File: src/rtl/game_update_scheduler_if.sv
// rtl/game_update_scheduler_if.sv - frame/stage handshake and status bundle of the update scheduler
interface game_update_scheduler_if #(
  parameter int N_STAGES = 4
);
  logic                frame_stb;
  logic                enable;
  logic                clr_err;
  logic [N_STAGES-1:0] stage_done;
  logic [N_STAGES-1:0] stage_start;
  logic                busy;
  logic [2:0]          cur_stage;
  logic                update_done;
  logic [15:0]         frame_count;
  logic [7:0]          overrun_cnt;
  logic                timeout_err;

  modport master (
    output frame_stb, enable, clr_err, stage_done,
    input  stage_start, busy, cur_stage, update_done, frame_count, overrun_cnt, timeout_err
  );

  modport slave (
    input  frame_stb, enable, clr_err, stage_done,
    output stage_start, busy, cur_stage, update_done, frame_count, overrun_cnt, timeout_err
  );
endinterface

File: src/rtl/game_update_scheduler.sv
// rtl/game_update_scheduler.sv - per-frame sequencer starting update units one at a time
module game_update_scheduler #(
  parameter int N_STAGES       = 4,
  parameter int FRAME_DIVIDER  = 1,
  parameter int TIMEOUT_CYCLES = 65535
) (
  input  logic                     clk,
  input  logic                     rst,
  game_update_scheduler_if.slave   bus
);
  typedef enum logic [1:0] {IDLE, START, WAIT, DONE} state_t;

  localparam int DIV_W = (FRAME_DIVIDER > 1) ? $clog2(FRAME_DIVIDER) : 1;
  localparam int WD_W  = $clog2(TIMEOUT_CYCLES + 1);
  localparam logic [DIV_W-1:0] DIV_LAST   = DIV_W'(FRAME_DIVIDER - 1);
  localparam logic [WD_W-1:0]  WD_LAST    = WD_W'(TIMEOUT_CYCLES - 1);
  localparam logic [2:0]       LAST_STAGE = 3'(N_STAGES - 1);

  state_t              state_q, state_d;
  logic [DIV_W-1:0]    div_cnt_q, div_cnt_d;
  logic [WD_W-1:0]     wdog_q, wdog_d;
  logic [2:0]          cur_stage_q, cur_stage_d;
  logic [N_STAGES-1:0] stage_start_q, stage_start_d;
  logic                busy_q, busy_d;
  logic                update_done_q, update_done_d;
  logic [15:0]         frame_count_q, frame_count_d;
  logic [7:0]          overrun_q, overrun_d;
  logic                timeout_err_q, timeout_err_d;

  logic       frame_ok;
  logic [7:0] done_ext;
  logic [7:0] next_onehot;

  always_comb begin
    state_d       = state_q;
    div_cnt_d     = div_cnt_q;
    wdog_d        = wdog_q;
    cur_stage_d   = cur_stage_q;
    stage_start_d = '0;
    busy_d        = busy_q;
    update_done_d = 1'b0;
    frame_count_d = frame_count_q;
    overrun_d     = overrun_q;
    timeout_err_d = timeout_err_q;
    frame_ok      = bus.frame_stb && bus.enable;
    done_ext      = 8'(bus.stage_done);
    next_onehot   = 8'b1 << (cur_stage_q + 3'd1);

    // Outputs are registered, so each is loaded on the transition into the state that shows it.
    case (state_q)
      IDLE: begin
        if (frame_ok) begin
          if (div_cnt_q == DIV_LAST) begin
            div_cnt_d     = '0;
            cur_stage_d   = 3'd0;
            stage_start_d = N_STAGES'(1);
            busy_d        = 1'b1;
            state_d       = START;
          end else begin
            div_cnt_d = div_cnt_q + DIV_W'(1);
          end
        end
      end
      START: begin
        wdog_d  = '0;
        state_d = WAIT;
      end
      WAIT: begin
        if (done_ext[cur_stage_q]) begin
          if (cur_stage_q < LAST_STAGE) begin
            cur_stage_d   = cur_stage_q + 3'd1;
            stage_start_d = next_onehot[N_STAGES-1:0];
            state_d       = START;
          end else begin
            frame_count_d = frame_count_q + 16'd1;
            update_done_d = 1'b1;
            busy_d        = 1'b0;
            cur_stage_d   = 3'd0;
            state_d       = DONE;
          end
        end else if (wdog_q == WD_LAST) begin
          timeout_err_d = 1'b1;
          update_done_d = 1'b1;
          busy_d        = 1'b0;
          cur_stage_d   = 3'd0;
          state_d       = DONE;
        end else begin
          wdog_d = wdog_q + WD_W'(1);
        end
      end
      DONE: begin
        state_d = IDLE;
      end
      default: state_d = IDLE;
    endcase

    if (frame_ok && (state_q != IDLE) && (overrun_q != 8'hFF)) begin
      overrun_d = overrun_q + 8'd1;
    end

    if (bus.clr_err) begin
      overrun_d     = 8'd0;
      timeout_err_d = 1'b0;
    end
  end

  always_ff @(posedge clk or negedge rst) begin
    if (!rst) begin
      state_q       <= IDLE;
      div_cnt_q     <= '0;
      wdog_q        <= '0;
      cur_stage_q   <= 3'd0;
      stage_start_q <= '0;
      busy_q        <= 1'b0;
      update_done_q <= 1'b0;
      frame_count_q <= 16'd0;
      overrun_q     <= 8'd0;
      timeout_err_q <= 1'b0;
    end else begin
      state_q       <= state_d;
      div_cnt_q     <= div_cnt_d;
      wdog_q        <= wdog_d;
      cur_stage_q   <= cur_stage_d;
      stage_start_q <= stage_start_d;
      busy_q        <= busy_d;
      update_done_q <= update_done_d;
      frame_count_q <= frame_count_d;
      overrun_q     <= overrun_d;
      timeout_err_q <= timeout_err_d;
    end
  end

  assign bus.stage_start = stage_start_q;
  assign bus.busy        = busy_q;
  assign bus.cur_stage   = cur_stage_q;
  assign bus.update_done = update_done_q;
  assign bus.frame_count = frame_count_q;
  assign bus.overrun_cnt = overrun_q;
  assign bus.timeout_err = timeout_err_q;
endmodule

File: src/flat_wrapper.sv
// flat-port wrapper written by rule: the top's interface ports become plain ports
module game_update_scheduler_flat 
#(
  parameter int N_STAGES       = 4,
  parameter int FRAME_DIVIDER  = 1,
  parameter int TIMEOUT_CYCLES = 65535
)
  (clk, rst, bus_frame_stb, bus_enable, bus_clr_err, bus_stage_done, bus_stage_start, bus_busy, bus_cur_stage, bus_update_done, bus_frame_count, bus_overrun_cnt, bus_timeout_err);
  game_update_scheduler_if #(.N_STAGES(N_STAGES)) bus_i ();
  input  logic clk;
  input  logic rst;
  input wire logic [$bits(bus_i.frame_stb)-1:0] bus_frame_stb;
  input wire logic [$bits(bus_i.enable)-1:0] bus_enable;
  input wire logic [$bits(bus_i.clr_err)-1:0] bus_clr_err;
  input wire logic [$bits(bus_i.stage_done)-1:0] bus_stage_done;
  output wire logic [$bits(bus_i.stage_start)-1:0] bus_stage_start;
  output wire logic [$bits(bus_i.busy)-1:0] bus_busy;
  output wire logic [$bits(bus_i.cur_stage)-1:0] bus_cur_stage;
  output wire logic [$bits(bus_i.update_done)-1:0] bus_update_done;
  output wire logic [$bits(bus_i.frame_count)-1:0] bus_frame_count;
  output wire logic [$bits(bus_i.overrun_cnt)-1:0] bus_overrun_cnt;
  output wire logic [$bits(bus_i.timeout_err)-1:0] bus_timeout_err;
  assign bus_i.frame_stb = bus_frame_stb;
  assign bus_i.enable = bus_enable;
  assign bus_i.clr_err = bus_clr_err;
  assign bus_i.stage_done = bus_stage_done;
  assign bus_stage_start = bus_i.stage_start;
  assign bus_busy = bus_i.busy;
  assign bus_cur_stage = bus_i.cur_stage;
  assign bus_update_done = bus_i.update_done;
  assign bus_frame_count = bus_i.frame_count;
  assign bus_overrun_cnt = bus_i.overrun_cnt;
  assign bus_timeout_err = bus_i.timeout_err;
  game_update_scheduler #(.N_STAGES(N_STAGES), .FRAME_DIVIDER(FRAME_DIVIDER), .TIMEOUT_CYCLES(TIMEOUT_CYCLES)) u_core (.clk(clk), .rst(rst), .bus(bus_i));
endmodule
File: config.mk
export PLATFORM = sky130hd
export DESIGN_NAME = game_update_scheduler_flat
export DESIGN_NICKNAME = d
export VERILOG_FILES = /design/src/rtl/game_update_scheduler_if.sv /design/src/rtl/game_update_scheduler.sv /design/src/flat_wrapper.sv
export SDC_FILE = /design/constraint.sdc
export NUM_CORES = 1
export LEC_CHECK = 0
export ABC_AREA = 1
export BUFFER_PORTS_ARGS = -buffer_cell sky130_fd_sc_hd__buf_4
export CAP_MARGIN = 25
export CORE_ASPECT_RATIO = 1.4
export CORE_UTILIZATION = 35
export CTS_CLUSTER_DIAMETER = 40
export DETAILED_ROUTE_END_ITERATION = 10
export GPL_TIMING_DRIVEN = 0
export SLEW_MARGIN = 20
export SYNTH_ARGS = -nofsm -noshare
export SYNTH_HDL_FRONTEND = slang
export SYNTH_SLANG_ARGS = --single-unit
File: constraint.sdc
create_clock -name clk -period 1.8 [get_ports clk]
set_input_delay 0.27 -clock clk [delete_from_list [all_inputs] [get_ports clk]]
set_output_delay 0.27 -clock clk [all_outputs]
set_load 0.01 [all_outputs]
==> impl_results.md, run 1 <==
* Global-route wire length before repair at 12400 um
* Non-filler cells in the finished layout at about 570
* Relative slew slack at 0.553
* Largest net degree at the start of global routing at 53
* Core Region at between 8000 and 9000 um2
* Post-synthesis average cell area at just under 8 um2
* Reg2Reg Setup Slack at 0.12 ns
* Area Growth Syn to Fin at 20.7%
* Combinational power share at 0.331
* Critical path, cell by cell: inv_1 > ha_1 > buf_6 > inv_1 > nor2_2 > nand3_4 > inv_2 > buf_6 > nand2_2 > xor2_2
* Seq/Total Area, Yosys at 0.405
* Setup ws final at about 0.12 ns
* Tcrit/Tclk final at 0.932
* Die area at roughly 9600 um2
* Slowest CP cell: dfrtp_1
* Syn nets at 433
* FF-to-FF Start: u_core.state_q[0]
* Wire per inst at 12.7 um
* Max Clock Skew at 0.00893 ns
* Initial Util at 0.358
* Die Height at between 100 and 150 um
* CP peak stage delay at 0.40 ns
* RR Endpoint: u_core.bus.frame_count[6]
* Fin nets at 484
* Internal Dissipation at approximately 2.5 mW
* First drt pass iteration count at 4
* P_sw at roughly 1.3 mW
* Final Util at 0.432
* Post-synth ARST share at 1.00
* EDFF count, synth at 0
* Tot Pwr at ~3.8 mW
* H-Tree Level Count at 2
* Vias per cell at 4.81
* Root buf cell: clkbuf_16
* Worst setup EP type: flop
* Final setup violation count at 0
* Worst slew pin tran at between 0.6 and 0.7 ns
* Peak supply drop at approximately 0.67 mV
* PD cells at between 900 and 1000 nW/um2
* Total GRT Usage at 0.159
* Worst setup startpoint: u_core.state_q[0]
* TritonCTS Buffers at 5
* Crit path buffers/inverters at 5
* Routed Antenna Nets at 0
* Share of cells above drive strength 1 at 0.211
* Tmin final at ~1.7 ns
* Worst-path fanout max at 10
* CTS clk-pin slew, worst paths at 0.07 ns
* Leakage at 1.88 nW
* Final Wtd Congestion at approximately 0.83
* Flop pwr share at 0.353
* HPWL after DPL at 5420 um
* Initial DRC count at ~150
* Number of cells on the critical path at 10
* Dpl cells at 562
* Skew-Pair Late Insertion Delay at 0.29 ns
* Count of unique library cells instantiated by Yosys at 35
* Critical Path RT at just under 2 ns
* Routed wire length at between 7000 and 8000 um
* Final hold vios at 0
* Syn Inst Count at roughly 410
* Maximum clock path buffer count at 2
* IO buf count at between 40 and 50
* Critical path class: reg -> reg
* Post-DP Area at around 3700 um2
* Grt total ovfl at 0
* RSZ-0062 raised after global routing: false
* Clock sink total at 52
* Worst Setup EP: u_core.bus.frame_count[6]
* Cell row count at 41
* Status: finished, final reports clean
* Yosys warning total at 0
* Delay-heaviest family, CP: buffers and inverters
* Post-Layout Inst Area at 3880 um2
* WHS at slightly above 0.01 ns
* Mapped cell area at roughly 3200 um2
* Initial antenna violation count at 0
* Max Cap Viol at 0
* FMAX at a little under 0.6 GHz
* Die X at between 80 and 90 um
* Prevailing post-synth register cell: dfrtp_1
* Setup_tns at 0 ns
* Sw Share at 0.340
* Slew Limit Fails at 0
* Clock share of power at 0.315
* CTS tree: yes
* Vias at ~2700
* WP data arrival at between 1.5 and 2 ns
* Class of the tightest hold or removal check: in -> async
* Synth Register Bits at 52
* Reg2reg path depth at 10
* Worst setup SP type: flop
* Post-place setup slack at around 0.035 ns
* Cts hold-fix bufs at 0
* Number of global-route vias before repair at between 2000 and 3000
* IO Pins at 43
* # DRC at 0
* N_diodes at 0
## what timing repair did
action	in CTS	in global routing
gates resized for setup	0	5
endpoints found under the setup margin	0	11
setup buffers	0	2
## synthesized netlist by cell type (6+ instances only)
master,number,area [um2]
o21ai_1,7,35.0
nand3_1,29,145
nand2_2,7,43.8
xor2_1,15,131
dfrtp_1,52,1300
o21ai_2,8,70.1
nand4_1,14,87.6
nor2_1,30,113
ha_1,11,138
nor2_2,6,37.5
nor3_1,8,40.0
inv_1,51,191
nand2_1,121,454
o21ai_0,11,55.1
## power by group through the flow
stage          Sequential (mW)  Combinational [mW]  Clock, mW
5_1_grt                   1.37                1.42       1.28
6_report                  1.36                1.27       1.21
4_1_cts                   1.35                1.24       1.24
3_3_place_gp              1.37                1.21          0
2_1_floorplan             1.38               0.854          0
3_5_place_dp              1.38                1.23          0
## per-layer routing
layer	vias to the layer above	track usage	wire length (um)
met2	33	0.303	3830
met3	8	0.0237	160
met1	1291	0.182	3120
met5	-	0	0
li1	1412	-	-
met4	0	0.0517	121
## state kept, by name (all words and copies together), names as in the netlist
register and count:
u_core.state_q 2, u_core.bus.overrun_cnt 8, u_core.bus.cur_stage 3, u_core.bus.busy 1
u_core.bus.update_done 1, u_core.bus.frame_count 16, u_core.bus.stage_start 4, u_core.wdog_q 16
u_core.bus.timeout_err 1
## layout by cell type (no fill, tap or decap), drive strengths merged, types with 6 or more instances in the layout
cell type  netlist  routed
o21ai           26      26
ha              11      11
buf              5      49
nand4           15      15
dfrtp           52      52
nor3             8       8
nand3           36      36
nand2          129     129
inv             56      56
nor2            37      37
xor2            16      16
clkbuf           1       6
## worst reg2reg max path: stages (launching register included)
cell     delay, ns
dfrtp_1       0.40
inv_1         0.10
ha_1          0.18
buf_6         0.12
inv_1         0.07
nor2_2        0.13
nand3_4       0.13
inv_2         0.09
buf_6         0.14
nand2_2       0.07
xor2_2        0.16
## worst min path at each step
| stage | slack (ns) | cells past startpoint | end | from |
|---|---|---|---|---|
| 6_report | 0.01 | 1 | u_core.bus.stage_start[2] | rst |
| 5_1_grt | 0.07 | 1 | u_core.bus.stage_start[2] | rst |
| 4_1_cts | 0.04 | 1 | u_core.bus.stage_start[2] | rst |
| 3_5_place_dp | 0.36 | 1 | u_core.bus.stage_start[2] | rst |
| 3_3_place_gp | 0.36 | 1 | u_core.bus.stage_start[2] | rst |
| 2_1_floorplan | -0.03 | 0 | u_core.bus.busy | rst |
## final cells by class
cell class / instances / area, um2
clock inverters: 2 / 60.1
plain buffers: 6 / 73.8
clock buffers: 5 / 125
repair buffers: 44 / 330
multi-input cells: 299 / 1650
flip-flops and latches: 52 / 1300
inverters: 56 / 210
fillers: 894 / 5100
well taps: 107 / 134
## kinds of logic (layout without fill, tap and decap cells)
group,Yosys count,after routing,synth area share
AOI/OAI and AO/OA,39,39,0.0767
and+or+nand+nor,229,229,0.332
adders and majority gates,11,11,0.0428
buffers and inverters,62,113,0.0868
xor gates and xnor gates,20,20,0.0568
DFF,52,52,0.405
No activity file was read; power rests on OpenSTA's default activity.
==> inputs of run 2 (changes only) <==
--- a/config.mk
+++ b/config.mk
@@ -8,7 +8,7 @@
 export ABC_AREA = 1
 export BUFFER_PORTS_ARGS = -buffer_cell sky130_fd_sc_hd__buf_4
 export CAP_MARGIN = 25
-export CORE_ASPECT_RATIO = 1.4
+export CORE_ASPECT_RATIO = 1.5
 export CORE_UTILIZATION = 35
 export CTS_CLUSTER_DIAMETER = 40
 export DETAILED_ROUTE_END_ITERATION = 10
==> constraint.sdc (replaced) <==
create_clock -name clk -period 1.89 [get_ports clk]
set_input_delay 0.2835 -clock clk [delete_from_list [all_inputs] [get_ports clk]]
set_output_delay 0.2835 -clock clk [all_outputs]
set_load 0.01 [all_outputs]
==> run 2 against run 1 <==
Against the previous run: fmax decreased by 3.8%; cell count up 0.35%; core utilization is 0.25 points lower; worst setup slack improved by 0.023 ns; sequential power decreased by 5%; via count up 2.2%; first-iteration DRC count fell by 0.69%; hold slack better by 0.011 ns; non-clock buffer count is 2 lower; largest cell class unchanged; largest power group unchanged.
==> impl_results.md, run 2 (synthesized netlist as in run 1, its figures left out) <==
* Status: finished, final reports clean (unchanged)
* Global-route wire length before repair at 12900 um (was 12400 um)
* Initial Util at 0.362 (was 0.358)
* N_diodes at 0 (unchanged)
* RSZ-0062 raised after global routing: false (unchanged)
* # DRC at 0 (unchanged)
* IO Pins at 43 (unchanged)
* GR peak layer: met2 (unchanged)
* Final Util at 0.430 (was 0.432)
* Fin nets at 482 (was 484)
* Met3 Usage GRT at 0.0261 (was 0.0237)
* Relative slew slack at 0.539 (was 0.553)
* CP peak stage delay at 0.40 ns (about the same)
* Die X at 80.2 um (was 83.0 um)
* Cell row count at 42 (was 41)
* Routed wire length at 7490 um (was 7230 um)
* Share of cells above drive strength 1 at 0.207 (was 0.211)
* Slowest CP cell: dfrtp_1 (unchanged)
* HPWL after DPL at 5680 um (was 5420 um)
* Worst setup SP type: flop (unchanged)
* Routed Antenna Nets at 0 (unchanged)
* Most frequent cells in the layout: nand2_1, dfrtp_1, inv_1 (unchanged)
* Footprint of the multi-input gates at 1630 um2 (was 1650 um2)
* Most common cell after layout, fill and taps aside: nand2_1 (unchanged)
* Delay-heaviest family, CP: buffers and inverters (unchanged)
* Number of global-route vias before repair at 2878 (was 2673)
* TritonCTS Buffers at 5 (unchanged)
* Clock sink total at 52 (unchanged)
* Max Cap Viol at 0 (unchanged)
* Met2 Use GR at 0.318 (was 0.303)
* WP data arrival at 1.93 ns (was 1.86 ns)
* Max Clock Skew at 0.00938 ns (was 0.00893 ns)
* Skew-Pair Late Insertion Delay at 0.30 ns (was 0.29 ns)
* Vias at 2804 (was 2744)
* Worst setup EP type: flop (unchanged)
* Core Region at 8880 um2 (was 8980 um2)
* Tmin final at 1.74 ns (was 1.68 ns)
* Vias per cell at 4.89 (was 4.81)
* Initial antenna violation count at 0 (unchanged)
* CTS clk-pin slew, worst paths at 0.08 ns (was 0.07 ns)
* Grt total ovfl at 0 (unchanged)
* Largest net degree at the start of global routing at 53 (unchanged)
* Leakage at 1.86 nW (was 1.88 nW)
* Worst path most repeated cell: inv_1
* Critical path, cell by cell: inv_1 > ha_1 > buf_4 > inv_1 > nor2_2 > nand3_4 > inv_2 > buf_6 > nand2_2 > xor2_2 (was inv_1 > ha_1 > buf_6 > inv_1 > nor2_2 > nand3_4 > inv_2 > buf_6 > nand2_2 > xor2_2)
* H-Tree Level Count at 2 (unchanged)
* Peak supply drop at 0.642 mV (was 0.670 mV)
* Worst slew pin tran at 0.691 ns (was 0.671 ns)
* Slew Limit Fails at 0 (unchanged)
* Maximum clock path buffer count at 2 (unchanged)
* FMAX at 0.573 GHz (was 0.596 GHz)
* Flip-flop and latch area at 1300 um2 (unchanged)
* Final hold vios at 0 (unchanged)
* Crit path buffers/inverters at 5 (unchanged)
* Class of the tightest hold or removal check: in -> async (unchanged)
* CTS tree: yes (unchanged)
* Root buf cell: clkbuf_16 (unchanged)
* GR Util met1 at 0.182 (about the same)
* Fillers at 914 (was 894)
* Critical Path RT at 2.07 ns (was 1.98 ns)
* Initial DRC count at 144 (was 145)
* Die area at 9580 um2 (about the same)
* Final Wtd Congestion at 0.907 (was 0.833)
* Setup_tns at 0 ns (unchanged)
* PD cells at 886 nW/um2 (was 988 nW/um2)
* Tcrit/Tclk final at 0.923 (was 0.932)
* Final setup violation count at 0 (unchanged)
* Die Height at 119 um (was 115 um)
* Critical path class: reg -> reg (unchanged)
* Reg2Reg Setup Slack at 0.15 ns (was 0.12 ns)
* Worst-path fanout max at 10 (unchanged)
* Wire per inst at 13.1 um (was 12.7 um)
* First drt pass iteration count at 4 (unchanged)
* Total GRT Usage at 0.173 (was 0.159)
* Area Growth Syn to Fin at 18.7% (was 20.7%)
* Tot Pwr at 3.38 mW (was 3.83 mW)
* IO buf count at 42 (unchanged)
## run 2: worst paths after layout
check / cells after the start / end / startpoint
setup / recovery: 10 / u_core.bus.frame_count[6] / u_core.state_q[0]
setup reg to reg: 10 / u_core.bus.frame_count[6] / u_core.state_q[0]
hold / removal: 1 / u_core.bus.frame_count[9] / rst
max in group asynchronous: 1 / u_core.wdog_q[15] / rst
hold reg to reg: 2 / u_core.state_q[0] / u_core.state_q[0]
min in group clk: 2 / u_core.bus.timeout_err / bus_clr_err
## run 2: repair_timing
item	CTS	global route
gates resized for setup	0	2
buffers inserted	0	0
hold buffers	0	0
setup endpoints to repair	0	4
## run 2: layout make-up
type,instances,share of cell area
clock inverters,3,0.00590
multi-input cells,299,0.428
plain buffers,6,0.0184
inverters,56,0.0551
well taps,110,0.0361
clock buffers,5,0.0328
flip-flops and latches,52,0.341
repair buffers,42,0.0826
## run 2: routing by layer
layer / part of all wire / wire [um]
met1: 0.39 / 2930
met2: 0.55 / 4110
met3: 0.024 / 181
met4: 0.035 / 264
met5: 0 / 0
## run 2: report_power, final
group	total [mW]	leakage, nW	switching, mW	internal (mW)
Combinational	1.16	1.09	0.726	0.433
Sequential	1.29	0.697	0.100	1.19
Clock	0.928	0.0742	0.431	0.496
Total	3.38	1.86	1.26	2.12
## run 2: stage by stage
stage                     cells  area (um2)  hold WS, ns  setup WS, ns
final                       573        3820       0.0207         0.146
after global routing        573        3820       0.0798        0.0149
after CTS                   573        3810       0.0497         0.103
after detailed placement    565        3670        0.378         0.136
after global placement      565        3670        0.368         0.184
after floorplan             413        3210      -0.0121         0.343
